[src/rtl/circle_pkg.sv]
// Shared types and constants for the walking-circle receive monitor.
//   glyph_e    : per-digit classification of a 7-segment pattern
//   err_code_e : first-error code reported on err_code_o
//   state_e    : decoder FSM states
//   UPPER_MASK / LOWER_MASK : lit-segment patterns {dp,g,f,e,d,c,b,a}
package circle_pkg;

  typedef enum logic [1:0] {BLANK, UPPER, LOWER, BAD} glyph_e;

  typedef enum logic [1:0] {
    ERR_GLYPH = 2'd0,
    ERR_MULTI = 2'd1,
    ERR_NONE  = 2'd2,
    ERR_JUMP  = 2'd3
  } err_code_e;

  typedef enum logic [1:0] {ST_ACQUIRE, ST_SYNC, ST_TRACK, ST_ERROR} state_e;

  // Upper circle lights a,b,f,g; lower circle lights c,d,e,g.
  localparam logic [7:0] UPPER_MASK = 8'h63;
  localparam logic [7:0] LOWER_MASK = 8'h5C;

endpackage

[src/rtl/circle_glyph_decode.sv]
// Combinational classifier for one 7-segment digit.
//   seg_i   : raw segment bits {dp,g,f,e,d,c,b,a} as seen on the bus
//   glyph_o : BLANK / UPPER / LOWER / BAD (the decimal point is ignored)
import circle_pkg::*;

module circle_glyph_decode #(
  parameter bit LED_ACTIVE_LOW = 1'b1
) (
  input  logic [7:0] seg_i,
  output glyph_e     glyph_o
);

  logic [7:0] lit;

  // Normalise to "1 = lit" and drop dp before matching.
  assign lit = (LED_ACTIVE_LOW ? ~seg_i : seg_i) & 8'h7F;

  always_comb begin
    glyph_o = BAD;
    if (lit == 8'h00)           glyph_o = BLANK;
    else if (lit == UPPER_MASK) glyph_o = UPPER;
    else if (lit == LOWER_MASK) glyph_o = LOWER;
  end

endmodule

[src/rtl/circle_decoder.sv]
// Receive-side monitor for the walking-circle animation. Decodes the lit
// circle on a multi-digit 7-segment bus, checks each step against the
// legal walk, counts laps and latches the first protocol error.
//   clk_i, rst_i       : clock, synchronous active-high reset
//   sample_i           : decode the bus this cycle
//   clr_err_i          : clear error/lap count, restart acquisition
//   seg7_i             : segment bus, one byte per digit
//   valid_o            : tracking, col/row/dir meaningful
//   col_o, row_o, dir_o: position (row 1 = upper) and walk direction
//   step_o, lap_o      : one-cycle pulses on a legal move / completed lap
//   lap_count_o        : completed laps (wrapping)
//   error_o, err_code_o: sticky error and code of the first error
import circle_pkg::*;

module circle_decoder #(
  parameter int NUM_OF_DISPLAYS = 6,
  parameter int COL_WIDTH       = $clog2(NUM_OF_DISPLAYS),
  parameter bit LED_ACTIVE_LOW  = 1'b1,
  parameter int LAP_WIDTH       = 16
) (
  input  logic                             clk_i,
  input  logic                             rst_i,
  input  logic                             sample_i,
  input  logic                             clr_err_i,
  input  logic [NUM_OF_DISPLAYS-1:0][7:0]  seg7_i,
  output logic                             valid_o,
  output logic [COL_WIDTH-1:0]             col_o,
  output logic                             row_o,
  output logic                             dir_o,
  output logic                             step_o,
  output logic                             lap_o,
  output logic [LAP_WIDTH-1:0]             lap_count_o,
  output logic                             error_o,
  output logic [1:0]                       err_code_o
);

  localparam logic [COL_WIDTH-1:0] LAST_COL = COL_WIDTH'(NUM_OF_DISPLAYS - 1);

  glyph_e glyph [NUM_OF_DISPLAYS];

  for (genvar g = 0; g < NUM_OF_DISPLAYS; g++) begin : g_dec
    circle_glyph_decode #(.LED_ACTIVE_LOW(LED_ACTIVE_LOW)) u_dec (
      .seg_i   (seg7_i[g]),
      .glyph_o (glyph[g])
    );
  end

  // ---------------- frame decode ----------------
  logic                 any_bad;
  logic [1:0]           n_lit;     // saturates at 2, only 0/1/many matter
  logic [COL_WIDTH-1:0] frm_col;
  logic                 frm_row;
  logic                 frm_ok;
  err_code_e            frm_code;

  always_comb begin
    any_bad = 1'b0;
    n_lit   = 2'd0;
    frm_col = '0;
    frm_row = 1'b0;
    for (int i = 0; i < NUM_OF_DISPLAYS; i++) begin
      if (glyph[i] == BAD) begin
        any_bad = 1'b1;
      end else if (glyph[i] != BLANK) begin
        if (n_lit != 2'd2) n_lit = n_lit + 2'd1;
        frm_col = COL_WIDTH'(i);
        frm_row = (glyph[i] == UPPER);
      end
    end
    frm_ok   = !any_bad && (n_lit == 2'd1);
    frm_code = any_bad ? ERR_GLYPH : (n_lit == 2'd2) ? ERR_MULTI : ERR_NONE;
  end

  // ---------------- move classification vs. previous position ----------------
  state_e               state_q;
  logic [COL_WIDTH-1:0] col_q;
  logic                 row_q, dir_q, step_q, lap_q, valid_q, err_q;
  logic [LAP_WIDTH-1:0] lap_cnt_q;
  err_code_e            code_q;

  logic same_row, is_hold, is_inc, is_dec, is_flip, at_first, at_last;
  logic sync_ok, sync_dir_d, track_ok, lap_turn;
  err_code_e err_code_d;

  always_comb begin
    same_row  = (frm_row == row_q);
    at_first  = (col_q == '0);
    at_last   = (col_q == LAST_COL);
    is_hold   = same_row && (frm_col == col_q);
    is_inc    = same_row && !at_last  && (frm_col == col_q + COL_WIDTH'(1));
    is_dec    = same_row && !at_first && (frm_col == col_q - COL_WIDTH'(1));
    is_flip   = !same_row && (frm_col == col_q);
    // SYNC has no direction yet, so any adjacent move or end-column flip is accepted
    sync_ok   = is_inc || is_dec || (is_flip && (at_first || at_last));
    sync_dir_d = is_inc || (is_flip && at_first);
    track_ok  = (is_inc && dir_q) || (is_dec && !dir_q) ||
                (is_flip && ((dir_q && at_last) || (!dir_q && at_first)));
    // a lap closes when the walk turns from the upper to the lower circle at column 0
    lap_turn  = is_flip && at_first && row_q && !frm_row;
    err_code_d = frm_ok ? ERR_JUMP : frm_code;
  end

  // ---------------- FSM ----------------
  always_ff @(posedge clk_i) begin
    if (rst_i) begin
      state_q   <= ST_ACQUIRE;
      col_q     <= '0;
      row_q     <= 1'b0;
      dir_q     <= 1'b0;
      step_q    <= 1'b0;
      lap_q     <= 1'b0;
      valid_q   <= 1'b0;
      err_q     <= 1'b0;
      code_q    <= ERR_GLYPH;
      lap_cnt_q <= '0;
    end else begin
      step_q <= 1'b0;
      lap_q  <= 1'b0;
      if (clr_err_i) begin
        // clear wins over a coincident sample
        state_q   <= ST_ACQUIRE;
        valid_q   <= 1'b0;
        err_q     <= 1'b0;
        code_q    <= ERR_GLYPH;
        lap_cnt_q <= '0;
      end else if (sample_i) begin
        unique case (state_q)
          ST_ACQUIRE: begin
            if (frm_ok) begin
              col_q   <= frm_col;
              row_q   <= frm_row;
              state_q <= ST_SYNC;
            end
          end
          ST_SYNC: begin
            if (frm_ok && is_hold) begin
              state_q <= ST_SYNC;
            end else if (frm_ok && sync_ok) begin
              col_q   <= frm_col;
              row_q   <= frm_row;
              dir_q   <= sync_dir_d;
              step_q  <= 1'b1;
              valid_q <= 1'b1;
              state_q <= ST_TRACK;
            end else begin
              state_q <= ST_ERROR;
              err_q   <= 1'b1;
              code_q  <= err_code_d;
            end
          end
          ST_TRACK: begin
            if (frm_ok && is_hold) begin
              state_q <= ST_TRACK;
            end else if (frm_ok && track_ok) begin
              col_q  <= frm_col;
              row_q  <= frm_row;
              step_q <= 1'b1;
              if (is_flip) dir_q <= ~dir_q;
              if (lap_turn) begin
                lap_q     <= 1'b1;
                lap_cnt_q <= lap_cnt_q + LAP_WIDTH'(1);
              end
            end else begin
              state_q <= ST_ERROR;
              valid_q <= 1'b0;
              err_q   <= 1'b1;
              code_q  <= err_code_d;
            end
          end
          default: state_q <= ST_ERROR;  // ERROR: samples ignored until clear
        endcase
      end
    end
  end

  assign valid_o     = valid_q;
  assign col_o       = col_q;
  assign row_o       = row_q;
  assign dir_o       = dir_q;
  assign step_o      = step_q;
  assign lap_o       = lap_q;
  assign lap_count_o = lap_cnt_q;
  assign error_o     = err_q;
  assign err_code_o  = code_q;

endmodule

[config.mk]
export PLATFORM = sky130hd
export DESIGN_NAME = circle_decoder
export DESIGN_NICKNAME = d
export VERILOG_FILES = /design/src/rtl/circle_pkg.sv /design/src/rtl/circle_glyph_decode.sv /design/src/rtl/circle_decoder.sv
export SDC_FILE = /design/constraint.sdc
export NUM_CORES = 1
export LEC_CHECK = 0
export CORE_ASPECT_RATIO = 2
export CORE_MARGIN = 8
export CORE_UTILIZATION = 50
export CTS_CLUSTER_DIAMETER = 200
export DETAILED_ROUTE_END_ITERATION = 8
export GPL_TIMING_DRIVEN = 0
export PLACE_DENSITY = 0.81
export SYNTH_ARGS = -nofsm -noshare
export SYNTH_HDL_FRONTEND = slang
export SYNTH_SLANG_ARGS = --single-unit
[constraint.sdc]
create_clock -name clk_i -period 6.8 [get_ports clk_i]
set_clock_uncertainty 0.2 [all_clocks]
set_input_delay 1.02 -clock clk_i [delete_from_list [all_inputs] [get_ports clk_i]]
set_output_delay 1.02 -clock clk_i [all_outputs]
set_load 0.01 [all_outputs]
# Yosys cells after proc, flatten, opt, wreduce, memory -nomap -nowiden
# Index checks and enable logic that the tools add are counted.
# op_classes
add_sub_neg,8
n_mul,0
n_div,0
order_cmp,0
eq_ne,47
shifts,0
n_mux,111
n_bitwise,12
reduce_logical,57
# ops
op,count
"equality test 7 bit, second input constant",12
two-way mux 2 bit,38
two-way mux 1 bit,52
zero test 8 bit,6
NOT 7 bit,6
two-way mux 3 bit,13
"!= test 2 bit, second input constant",13
logical AND 1 bit,19
"adder 16 x 1 -> 16 bit, second input constant",1
"equality test 2 x 1 -> 1 bit, second input constant",8
"equality test 2 bit, second input constant",8
AND reduction 8 bit,2
nonzero test 2 bit,7
AND reduction 6 bit,2
"adder 2 x 1 -> 2 bit, second input constant",5
equality test 3 bit,3
case mux 3 bit (3 select lines),1
case mux 1 bit (2 select lines),4
logical OR 1 bit,7
zero test 1 bit,6
NOT 1 bit,6
case mux 2 bit (3 select lines),1
OR reduction 6 bit,1
AND reduction 5 bit,1
other kinds (13),13
# word_totals
reg_bits,29
latchBits,0
mem_bits_rw,0
mem_bits_ro,0
inputBits,52
out_inout_bits,27
wordCells,245
memories,0

# Depth between registers and ports, before layout
# Gate-level depths: netlist of run 1.
# logic_depth
ltp_word,35
mapped_depth,25
depth_no_buf,23

# Cells and area by module
# A second synthesis of run 1 with hierarchy kept.
# unflattened
cells_unflattened,372
area_unflattened_um2,2995.4
# by_module_without_submodules
module,instances,cells_per_inst,area_each_um2,seq_area_each_um2
circle_decoder,1,336,2695.1,580.6
circle_glyph_decode,6,6,50.0,0.0

# Worst setup path before layout of run 1
# No wires, ideal clock.
# synth_timing
path_type,in2reg
start,in seg7_i[10] (netlist bit)
end,reg lap_cnt_q[11] (netlist: lap_count_o[11])
setup_ns,0.071
arrival_ns,5.774
t_required_ns,6.529
path_slack_ns,0.755
path_stages,23
path_buffers,1
path_cell_list,or4_1 o21ai_0 nand4_1 inv_1 ha_1 inv_1 ha_1 or2_2 nand2_1 ha_1 mux2_2 inv_1 ha_1 o311a_1 a21o_1 ha_1 nor2_1 a31o_2 nand2_1 or4_1 buf_2 or4_1 a21oi_1
# synth_between
elab_chain_len,29
elab_cells_between_ends,84
cone_classes,add/sub: 4; eq/ne: 13; mux: 42; bitwise: 2; reduce/logical: 23
# synth_rtl
element,line,rtl
"start, declared",circle_decoder.sv:25,"input logic [NUM_OF_DISPLAYS-1:0][7:0] seg7_i,"
NOT 7 bit *,circle_glyph_decode.sv:16,assign lit = (LED_ACTIVE_LOW ? ~seg_i : seg_i) & 8'h7F;
equality test 7 bit,circle_glyph_decode.sv:22,else if (lit == LOWER_MASK) glyph_o = LOWER;
two-way mux 1 bit,circle_glyph_decode.sv:22,
two-way mux 2 bit,circle_glyph_decode.sv:21,else if (lit == UPPER_MASK) glyph_o = UPPER;
two-way mux 2 bit *,circle_glyph_decode.sv:20,if (lit == 8'h00) glyph_o = BLANK;
nonzero test 2 bit,circle_decoder.sv:64,end else if (glyph[i] != BLANK) begin
two-way mux 2 bit,circle_decoder.sv:64,
two-way mux 2 bit,circle_decoder.sv:62,if (glyph[i] == BAD) begin
[13 not listed],--,
two-way mux 2 bit,circle_decoder.sv:65,if (n_lit != 2'd2) n_lit = n_lit + 2'd1;
two-way mux 2 bit,circle_decoder.sv:64,
two-way mux 2 bit,circle_decoder.sv:62,
equality test 2 x 1 -> 1 bit,circle_decoder.sv:70,frm_ok = !any_bad && (n_lit == 2'd1);
logical AND 1 bit,circle_decoder.sv:70,
logical AND 1 bit,circle_decoder.sv:152,if (frm_ok && is_hold) begin
NOT 1 bit (no line),--,
AND reduction 5 bit (no line) *,--,
"end signal, assigned",circle_decoder.sv:161,lap_cnt_q <= lap_cnt_q + LAP_WIDTH'(1);
"end, declared",circle_decoder.sv:78,logic [LAP_WIDTH-1:0] lap_cnt_q;
# Mark *: on every way between the ends. The rest lies on a longest branch, timed or not.
# A chain may end at the register's enable or synchronous reset.

# Worst setup path after layout of run 1
# layout_timing
start,in seg7_i[10] (netlist bit)
end,reg lap_cnt_q[15] (netlist: lap_count_o[15])
# Same word-level chain as after synthesis.

==> impl_metrics.csv, run 1 <==
group,metric,value,unit
worst_setup_path,start_kind,"input pin",
timing,setup_tns,0,ns
status,status,"finished clean",
clock_network,cts_tree,"built",
drt,drt-total-wl,8890,um
clock_network,clkTransAtPathRegs,0.04,ns
pwr,p_leak,1.400,nW
global_routing,grt_util_met2,41.59,%
synth,ys_seq_area_share,19.91,%
synth,ys.flop_type,"dfxtp_1",
place,placed_cell_area,0.003712,mm^2
drt,num_vias,3277,
timing,holdWs,0.2546,ns
global_routing,grtUsageMet1,16.89,%
synth,ys_top_cells_by_area,"dfxtp_1 20%, ha_1 11%, or4_1 4.9%",
global_routing,grt_use_met3,3.987,%
timing,setup_viol,0,
timing,post-route-period-util,96.41,%
clock_network,clock_path_buffers,2,
layout,area_growth_syn_to_layout,33.99,%
drt,drtAntennaViolNets,0,
synth,async_reset_ff_share,0,%
pwr,power.density,113.8,mW/mm^2
clock_network,ctsHoldBuffers,0,
layout,final_cell_area,0.003906,mm^2
floorplan,fp.dieW,70.00,um
worst_setup_path,crit_path_top_delay_cell,"or4_1",
worst_setup_path,cp.arrival,6.56,ns
synth,syn-instance-count,369,
drt,first_iter_violations,139,
timing,tightest_slew,0.8846,ns
floorplan,ioPinCount,79,
pwr,ir_drop,0.1918,mV
timing,relSlewSlack,41.02,%
synth,syn-num-nets,447,
timing,slew_viol_final,0,
place,port-buffer-count,72,
worst_setup_path,crit_chain,"clkdlybuf4s50_1 > or4_1 > o21ai_0 > nand4_1 > inv_1 > ha_2 > inv_1 > ha_1 > or2_2 > nand2_1 > ha_1 > mux2_2 > inv_1 > ha_1 > o311a_1 > a21o_1 > ha_1 > nor2_1 > a31o_2 > nand2_2 > or4_1 > buf_2 > or4_1 > a21oi_1",
global_routing,grt_pass1_vias,3398,
worst_setup_path,path_buf_inv,5,
clock_network,htreeDepth,2,
synth,ys_ff_latch,29,
place,hpwl,7238,um
clock_network,clk_latency,0.28,ns
floorplan,start_util,51.50,%
synth,synth-edff-count,0,
clock_network,cts_buffers,5,
synth,yosysTopAreaCell,"dfxtp_1",
floorplan,die_area,0.008678,mm^2
global_routing,track_usage,20.52,%
timing,final.min_clock_period,6.556,ns
global_routing,grt_max_degree,11,
worst_setup_path,worstSetupPathType,"in2reg",
global_routing,grt_busiest_layer,"met2",
worst_setup_path,end_kind,"flop",
synth,syn_avg_cell_area,7.901,um^2
timing,hold_viol,0,
drt,vias_per_cell,6.413,
clock_network,numClockSinks,29,
job,drv_cap,0,
timing,fmax,152.5,MHz
worst_setup_path,path_delay_family,"simple AND/OR/NAND/NOR gates",
layout,antenna_cells,0,
clock_network,root_buffer,"clkbuf_16",
layout,nNetsFinal,529,
synth,synth_warnings,0,
layout,seq_area,580.6,um^2
drt,first_pass_iters,5,
layout,multi_input_area,0.002230,mm^2
layout,drive_gt1_share,9.333,%
global_routing,antenna_found_initial,0,
global_routing,overflow,0,
worst_setup_path,crit_top_cell,"ha_1",
synth,synth_area,0.002915,mm^2
floorplan,rows,39,
drt,drc,0,
synth,synth_top_area_share,19.91,%
pwr,total_power,0.4445,mW
synth,yosysUniqueCellTypes,71,
drt,post_drt_wl_per_cell,17.40,um
worst_setup_path,slowest_delay,0.51,ns
hold_path,hp-class,"reg2reg",
layout,fillerInstances,495,
worst_setup_path,ff2ff_setup_slack,2.95,ns
floorplan,core,0.005660,mm^2
place,finalWeightedCongestion,0.9607,
worst_setup_path,crit_required,6.80,ns
worst_setup_path,cp_max_fo,8,
floorplan,die_h,124.0,um
global_routing,grt_pass1_wl,15010,um
stage by stage:
step | setup slack [ns] | std cells | util [%]
floorplan | 0.7551 | 369 | -
global placement | -0.1103 | 502 | 65.58
detailed placement | -0.2733 | 502 | 65.58
CTS | 0.07179 | 508 | 67.90
global route | -0.07416 | 511 | 69.01
finish | 0.2445 | 511 | 69.01
tightest hold or removal path: stages (launching register included):
cell and delay, ns:
dfxtp_1 0.31, nand2_1 0.05, mux2i_1 0.05
what timing repair did:
item	in CTS	in global routing
setup endpoints to repair	2	15
resized for setup	1	11
pin swaps	0	1
buffers inserted	0	3
sequential cells by signal (all words and copies together) (netlist names):
signal and flops:
error_o 1, dir_o 1, row_o 1, valid_o 1, lap_count_o 16, lap_o 1
step_o 1, err_code_o 2, col_o 3, state_q 2
cell families after synthesis:
| kind of cell | after synthesis | share of synthesized area [%] |
|---|---|---|
| mux | 7 | 2.446 |
| buf+inv | 35 | 4.978 |
| compound gates | 106 | 26.95 |
| flops | 29 | 19.91 |
| fa+ha+maj | 26 | 11.16 |
| simple gates | 155 | 31.24 |
| xor+xnor | 11 | 3.305 |
cells in the final DEF (no fill, tap or decap), types with 3 or more instances in the layout:
cell type and n:
or2_2 3, a21o_1 5, mux2i_1 6, and2_1 4, a31oi_1 7, nor2b_1 3, clkbuf_16 5, buf_4 3
xnor2_1 9, a22oi_1 3, and3_1 6, o21ai_0 11, o31ai_1 9, a211o_1 4, nor3_1 9, a211oi_1 5
nand3_1 17, dfxtp_1 29, buf_2 6, nand3b_1 4, o41ai_1 3, and4_1 6, o311a_1 3, o211ai_1 4
nor4_1 8, nand4_1 8, nor2_1 22, or4_1 19, clkbuf_1 3, ha_1 25, a21oi_1 22, inv_1 23
clkdlybuf4s50_1 72, nand2_1 24
cells in the mapped netlist (all sizes together) (4+ instances only):
cell    number
dfxtp       29
ha          26
nand2       25
a21oi       23
inv         23
nor2        22
or4         20
nand3       17
nor4        11
o21ai       11
o31ai       10
nand4        9
nor3         9
xnor2        9
buf          8
a31oi        7
and3         7
and4         6
mux2i        6
or2          6
a211oi       5
a21o         5
and2         5
a211o        4
clkbuf       4
nand3b       4
o211ai       4
power by group:
part,total [mW],internal [mW],switching (mW)
Sequential,0.170,0.170,0.00000000000277
Combinational,0.0710,0.0383,0.0326
Clock,0.203,0.130,0.0732
area by class of cell:
cell class | instances | area share [%]
sequential | 29 | 14.86
buffer | 12 | 1.537
clock inverter | 1 | 0.1281
multi-input combinational | 305 | 57.08
clock buffer | 5 | 3.203
timing repair buffer | 75 | 19.03
tap | 61 | 1.954
inverter | 23 | 2.210
per-layer routing:
metal,share of wire (%),vias up,wire [um]
li1,-,1606,-
met1,34,1523,3005
met2,57,111,5060
met3,4.2,37,376
met4,5.0,0,448
met5,0,-,0
path summary, 6_finish.rpt:
check | from | depth (start not counted) | endpoint
hold / removal | err_code_o[1] | 2 | err_code_o[1]
setup / recovery | seg7_i[10] | 24 | lap_count_o[15]
setup reg to reg | col_o[1] | 10 | dir_o
hold reg to reg | err_code_o[1] | 2 | err_code_o[1]
Note: power is estimated with default switching activity, not from simulation.
==> inputs of run 2 (changes only) <==
CORE_UTILIZATION = 53   (was 50)
PLACE_DENSITY = 0.86   (was 0.81)
clock period = 8.3 ns   (was 6.8 ns; I/O delays follow)
==> impl_metrics.csv, run 2 (same netlist as run 1, synthesis figures left out) <==
group,metric,value,unit
status,status,"finished clean",
hold_path,hold_path_end,"error_o",
worst_setup_path,cp_max_fo,6,
worst_setup_path,rr_startpoint,"col_o[1]",
global_routing,grt_pass1_vias,3455,
timing,setup_tns,0,ns
worst_setup_path,crit_top_cell,"ha_1",
drt,first_iter_violations,165,
floorplan,die_h,120.9,um
timing,setup_slack,1.239,ns
place,dp_slack,1.066,ns
global_routing,grt_pass1_wl,14680,um
layout,layoutNonFillerInstCount,509,
timing,hold_viol,0,
layout,nNetsFinal,526,
layout,most-common-layout-cells,"72 x clkdlybuf4s50_1, 29 x dfxtp_1, 26 x ha_1, 25 x nand2_1",
place,placed_cell_area,0.003711,mm^2
layout,largest_reg_flops,16,
pwr,total_power,0.3121,mW
clock_network,htreeDepth,2,
floorplan,ioPinCount,79,
hold_path,holdPathStages,1,
clock_network,clk_latency,0.29,ns
worst_setup_path,ff2ff_setup_slack,4.51,ns
global_routing,grt_max_degree,11,
worst_setup_path,crit_path_top_delay_cell,"a2111oi_0",
layout,final_cell_area,0.003791,mm^2
hold_path,hp-class,"reg2reg",
timing,tightest_slew,1.143,ns
clock_network,ctsResizeCount,0,
worst_setup_path,cp.arrival,7.07,ns
pwr,power.density,82.32,mW/mm^2
drt,drtAntennaViolNets,0,
global_routing,antenna_found_initial,0,
hold_path,min_from,"error_o",
timing,final.min_clock_period,7.061,ns
place,port-buffer-count,72,
drt,first_pass_iters,6,
layout,finish.utilization,70.56,%
layout,drive_gt1_share,6.682,%
pwr,ir_drop,0.09406,mV
clock_network,clock_path_buffers,2,
clock_network,cts_buffers,5,
floorplan,die_area,0.008274,mm^2
timing,slew_viol_final,0,
job,drv_cap,0,
layout,antenna_cells,0,
timing,relSlewSlack,21.84,%
timing,setup_viol,0,
timing,holdWs,0.2652,ns
drt,drt-total-wl,8787,um
clock_network,cts_tree,"built",
worst_setup_path,end_kind,"flop",
timing,rsz0062_at_grt,"no",
worst_setup_path,crit_required,8.31,ns
place,dp.cells,501,
drt,num_vias,3349,
clock_network,numClockSinks,29,
global_routing,overflow,0,
clock_network,ctsHoldBuffers,0,
drt,vias_per_cell,6.580,
clock_network,clkTransAtPathRegs,0.07,ns
worst_setup_path,crit_chain,"clkdlybuf4s50_1 > or4_1 > o21ai_0 > nand4_1 > inv_1 > ha_1 > inv_1 > ha_1 > or2_2 > nand2_1 > ha_1 > mux2_2 > inv_1 > ha_1 > o311a_1 > a21o_1 > ha_1 > nor2_1 > a31o_2 > nand2_1 > a2111oi_0 > a31oi_1 > a211oi_1",
floorplan,core,0.005373,mm^2
pwr,p_leak,1.342,nW
layout,area_growth_syn_to_layout,30.04,%
global_routing,track_usage,22.25,%
worst_setup_path,slowest_delay,1.03,ns
timing,post-route-period-util,85.07,%
drt,drc,0,
clock_network,root_buffer,"clkbuf_8",
worst_setup_path,worstSetupPathType,"in2reg",
clock_network,cts_setup_buffers,0,
place,finalWeightedCongestion,0.9341,
drt,post_drt_wl_per_cell,17.26,um
place,hpwl,7300,um
floorplan,start_util,54.26,%
floorplan,rows,38,
timing,fmax,141.6,MHz
layout,final_common_cell,"clkdlybuf4s50_1",
worst_setup_path,r2r_cells,12,
worst_setup_path,start_kind,"input pin",
worst_setup_path,rr_endpoint,"lap_count_o[12]",
floorplan,fp.dieW,68.45,um
run 2: cell type report:
cell class	count	area, um^2
fill	455	1582
timing repair buffer	72	720.7
sequential	29	580.6
buffer	12	58.81
clock buffer	8	80.08
tap	60	75.07
multi-input combinational	305	2190
inverter	23	86.33
run 2: worst max-delay path: cells and delay by family:
family,cells,cell delay [ns]
simple gates,6,1.34
mux,1,0.30
fa+ha+maj,5,1.24
buf+inv,4,0.65
compound gates,7,2.28
run 2: per-layer routing:
metal / wire (um) / vias to the layer above / share of wire, % / GRT usage [%]
met2: 5002 / 139 / 57 / 41.49
met1: 2773 / 1565 / 32 / 18.10
li1: - / 1609 / - / -
met4: 483 / 0 / 5.5 / 17.81
met3: 527 / 36 / 6.0 / 4.995
met5: 0 / - / 0 / 0
run 2: where the power goes:
part | internal, mW | switching, mW
Combinational | 0.0310 | 0.0260
Clock | 0.0595 | 0.0564
Sequential | 0.139 | 0.00000000000241
run 2: worst max path at each step:
stage,from,end,slack [ns],cells past startpoint
floorplan,seg7_i[10],lap_count_o[11],2.03,23
global placement,seg7_i[10],col_o[2],1.17,23
detailed placement,seg7_i[10],lap_count_o[10],1.07,23
CTS,seg7_i[10],col_o[0],1.33,23
global route,seg7_i[10],col_o[0],0.90,23
finish,seg7_i[10],col_o[0],1.24,23
==> inputs of run 3 (changes only) <==
CORE_ASPECT_RATIO = 0.5   (was 2)
MAX_ROUTING_LAYER = met4   (was not set)
==> impl_metrics.csv, run 3 (same netlist as run 1, synthesis figures left out) <==
group,metric,value,unit
status,status,"finished clean",
pwr,power.density,90.52,mW/mm^2
drt,drc,0,
timing,final.min_clock_period,7.049,ns
pwr,comb_power_share,16.3,%
timing,fmax,141.9,MHz
worst_setup_path,crit_path_top_delay_cell,"a2111oi_0",
timing,rsz0062_at_grt,"no",
clock_network,cts_tree,"built",
layout,antenna_cells,0,
worst_setup_path,worstSetupPathType,"in2reg",
pwr,p_leak,1.361,nW
hold_path,holdPathStages,2,
pwr,ir_drop,0.08127,mV
floorplan,core,0.005396,mm^2
global_routing,grt_pass1_wl,14030,um
timing,tightest_slew,1.050,ns
pwr,power_switching,0.08006,mW
layout,most-common-layout-cells,"72 x clkdlybuf4s50_1, 29 x dfxtp_1, 26 x ha_1, 25 x nand2_1",
floorplan,die_area,0.008274,mm^2
worst_setup_path,r2r_cells,12,
drt,drtAntennaViolNets,0,
worst_setup_path,crit_required,8.29,ns
timing,setup_viol,0,
clock_network,clock_path_buffers,2,
place,port-buffer-count,72,
pwr,clkPwrFrac,43.7,%
global_routing,overflow,0,
layout,final_common_cell,"clkdlybuf4s50_1",
drt,post_drt_wl_per_cell,15.81,um
pwr,swShare,23.01,%
place,finalWeightedCongestion,0.9119,
layout,drive_gt1_share,7.127,%
clock_network,clkTransAtPathRegs,0.07,ns
timing,setup_tns,0,ns
place,dp_slack,1.087,ns
drt,first_iter_violations,319,
layout,area_growth_syn_to_layout,31.85,%
job,drv_cap,0,
worst_setup_path,crit_start,"seg7_i[8]",
clock_network,ctsHoldBuffers,0,
floorplan,rows,19,
drt,vias_per_cell,6.236,
timing,slew_viol_final,0,
hold_path,min_from,"err_code_o[0]",
hold_path,hp-class,"reg2reg",
clock_network,root_buffer,"clkbuf_8",
worst_setup_path,start_kind,"input pin",
layout,largest_reg_flops,16,
worst_setup_path,path_delay_family,"compound AO/OA/AOI/OAI gates",
global_routing,grt_max_degree,11,
worst_setup_path,crit_top_cell,"ha_1",
clock_network,ctsResizeCount,0,
timing,holdWs,0.2621,ns
worst_setup_path,rr_endpoint,"lap_count_o[11]",
worst_setup_path,ff2ff_setup_slack,4.41,ns
global_routing,antenna_found_initial,0,
worst_setup_path,cp_max_fo,6,
floorplan,die_h,68.45,um
drt,num_vias,3255,
place,hpwl,6669,um
timing,setup_slack,1.251,ns
hold_path,hold_path_end,"err_code_o[0]",
clock_network,cts_setup_buffers,0,
worst_setup_path,crit_chain,"clkdlybuf4s50_1 > or4_1 > a21oi_1 > ha_1 > inv_1 > ha_1 > or2_2 > nand2_1 > ha_1 > mux2_2 > inv_1 > ha_1 > o311a_1 > a21o_1 > ha_1 > nor2_1 > a31o_2 > nand2_1 > a2111oi_0 > a31oi_1 > a211oi_1",
layout,nNetsFinal,526,
worst_setup_path,path_buf_inv,3,
worst_setup_path,end_kind,"flop",
floorplan,ioPinCount,79,
global_routing,grt_pass1_vias,3162,
timing,relSlewSlack,28.18,%
clock_network,numClockSinks,29,
worst_setup_path,slowest_delay,0.97,ns
clock_network,cts_buffers,5,
timing,hold_viol,0,
clock_network,htreeDepth,2,
pwr,p_seq_share,40.0,%
clock_network,clk_latency,0.28,ns
global_routing,track_usage,20.79,%
worst_setup_path,cp.arrival,7.04,ns
worst_setup_path,rr_startpoint,"col_o[1]",
floorplan,start_util,54.02,%
pwr,p_int,0.2679,mW
drt,drt-total-wl,8251,um
timing,post-route-period-util,84.92,%
floorplan,fp.dieW,120.9,um
drt,first_pass_iters,5,
[run 3: cell type report]
class	instances	area, um^2
sequential	29	580.6
buffer	12	58.81
inverter	23	86.33
fill	447	1553
tap	73	91.34
multi-input combinational	305	2190
clock buffer	7	86.33
clock inverter	1	30.03
timing repair buffer	72	720.7
[run 3: worst max path at each step]
stage | to | slack (ns) | cells past startpoint
floorplan | lap_count_o[11] | 2.03 | 23
global placement | col_o[0] | 1.30 | 23
detailed placement | col_o[2] | 1.09 | 23
CTS | col_o[2] | 1.38 | 23
global route | col_o[2] | 0.86 | 21
finish | col_o[2] | 1.25 | 21
[run 3: metal layers]
metal  global-route usage (%)  part of all wire [%]  up-vias
li1                         -                     -     1613
met1                    22.21                    44     1507
met2                    38.69                    48      119
met3                    4.527                   7.0       16
met4                    6.317                   1.2        0
met5                        -                     0        -
[run 3: per-stage QoR]
stage	util [%]	std cells	total power, mW	area (um^2)
after global routing	71.23	522	0.3630	3844
after global placement	69.07	514	0.1957	3727
after detailed placement	69.07	514	0.1981	3727
after CTS	71.23	522	0.3502	3844
final	71.23	522	0.3479	3844
after floorplan	-	369	0.1655	2915
[run 3: power groups by stage]
stage / registers [mW] / logic (mW) / clock network [mW]
after global routing: 0.139 / 0.0619 / 0.162
final: 0.139 / 0.0566 / 0.152
after global placement: 0.142 / 0.0534 / 0
after detailed placement: 0.142 / 0.0559 / 0
after floorplan: 0.142 / 0.0233 / 0
after CTS: 0.139 / 0.0562 / 0.155
[run 3: tightest hold or removal path, delay by kind of cell (launching register included)]
| kind | cells | cell delay [ns] |
|---|---|---|
| DFF | 1 | 0.31 |
| muxes | 1 | 0.05 |
| and+or+nand+nor | 1 | 0.05 |
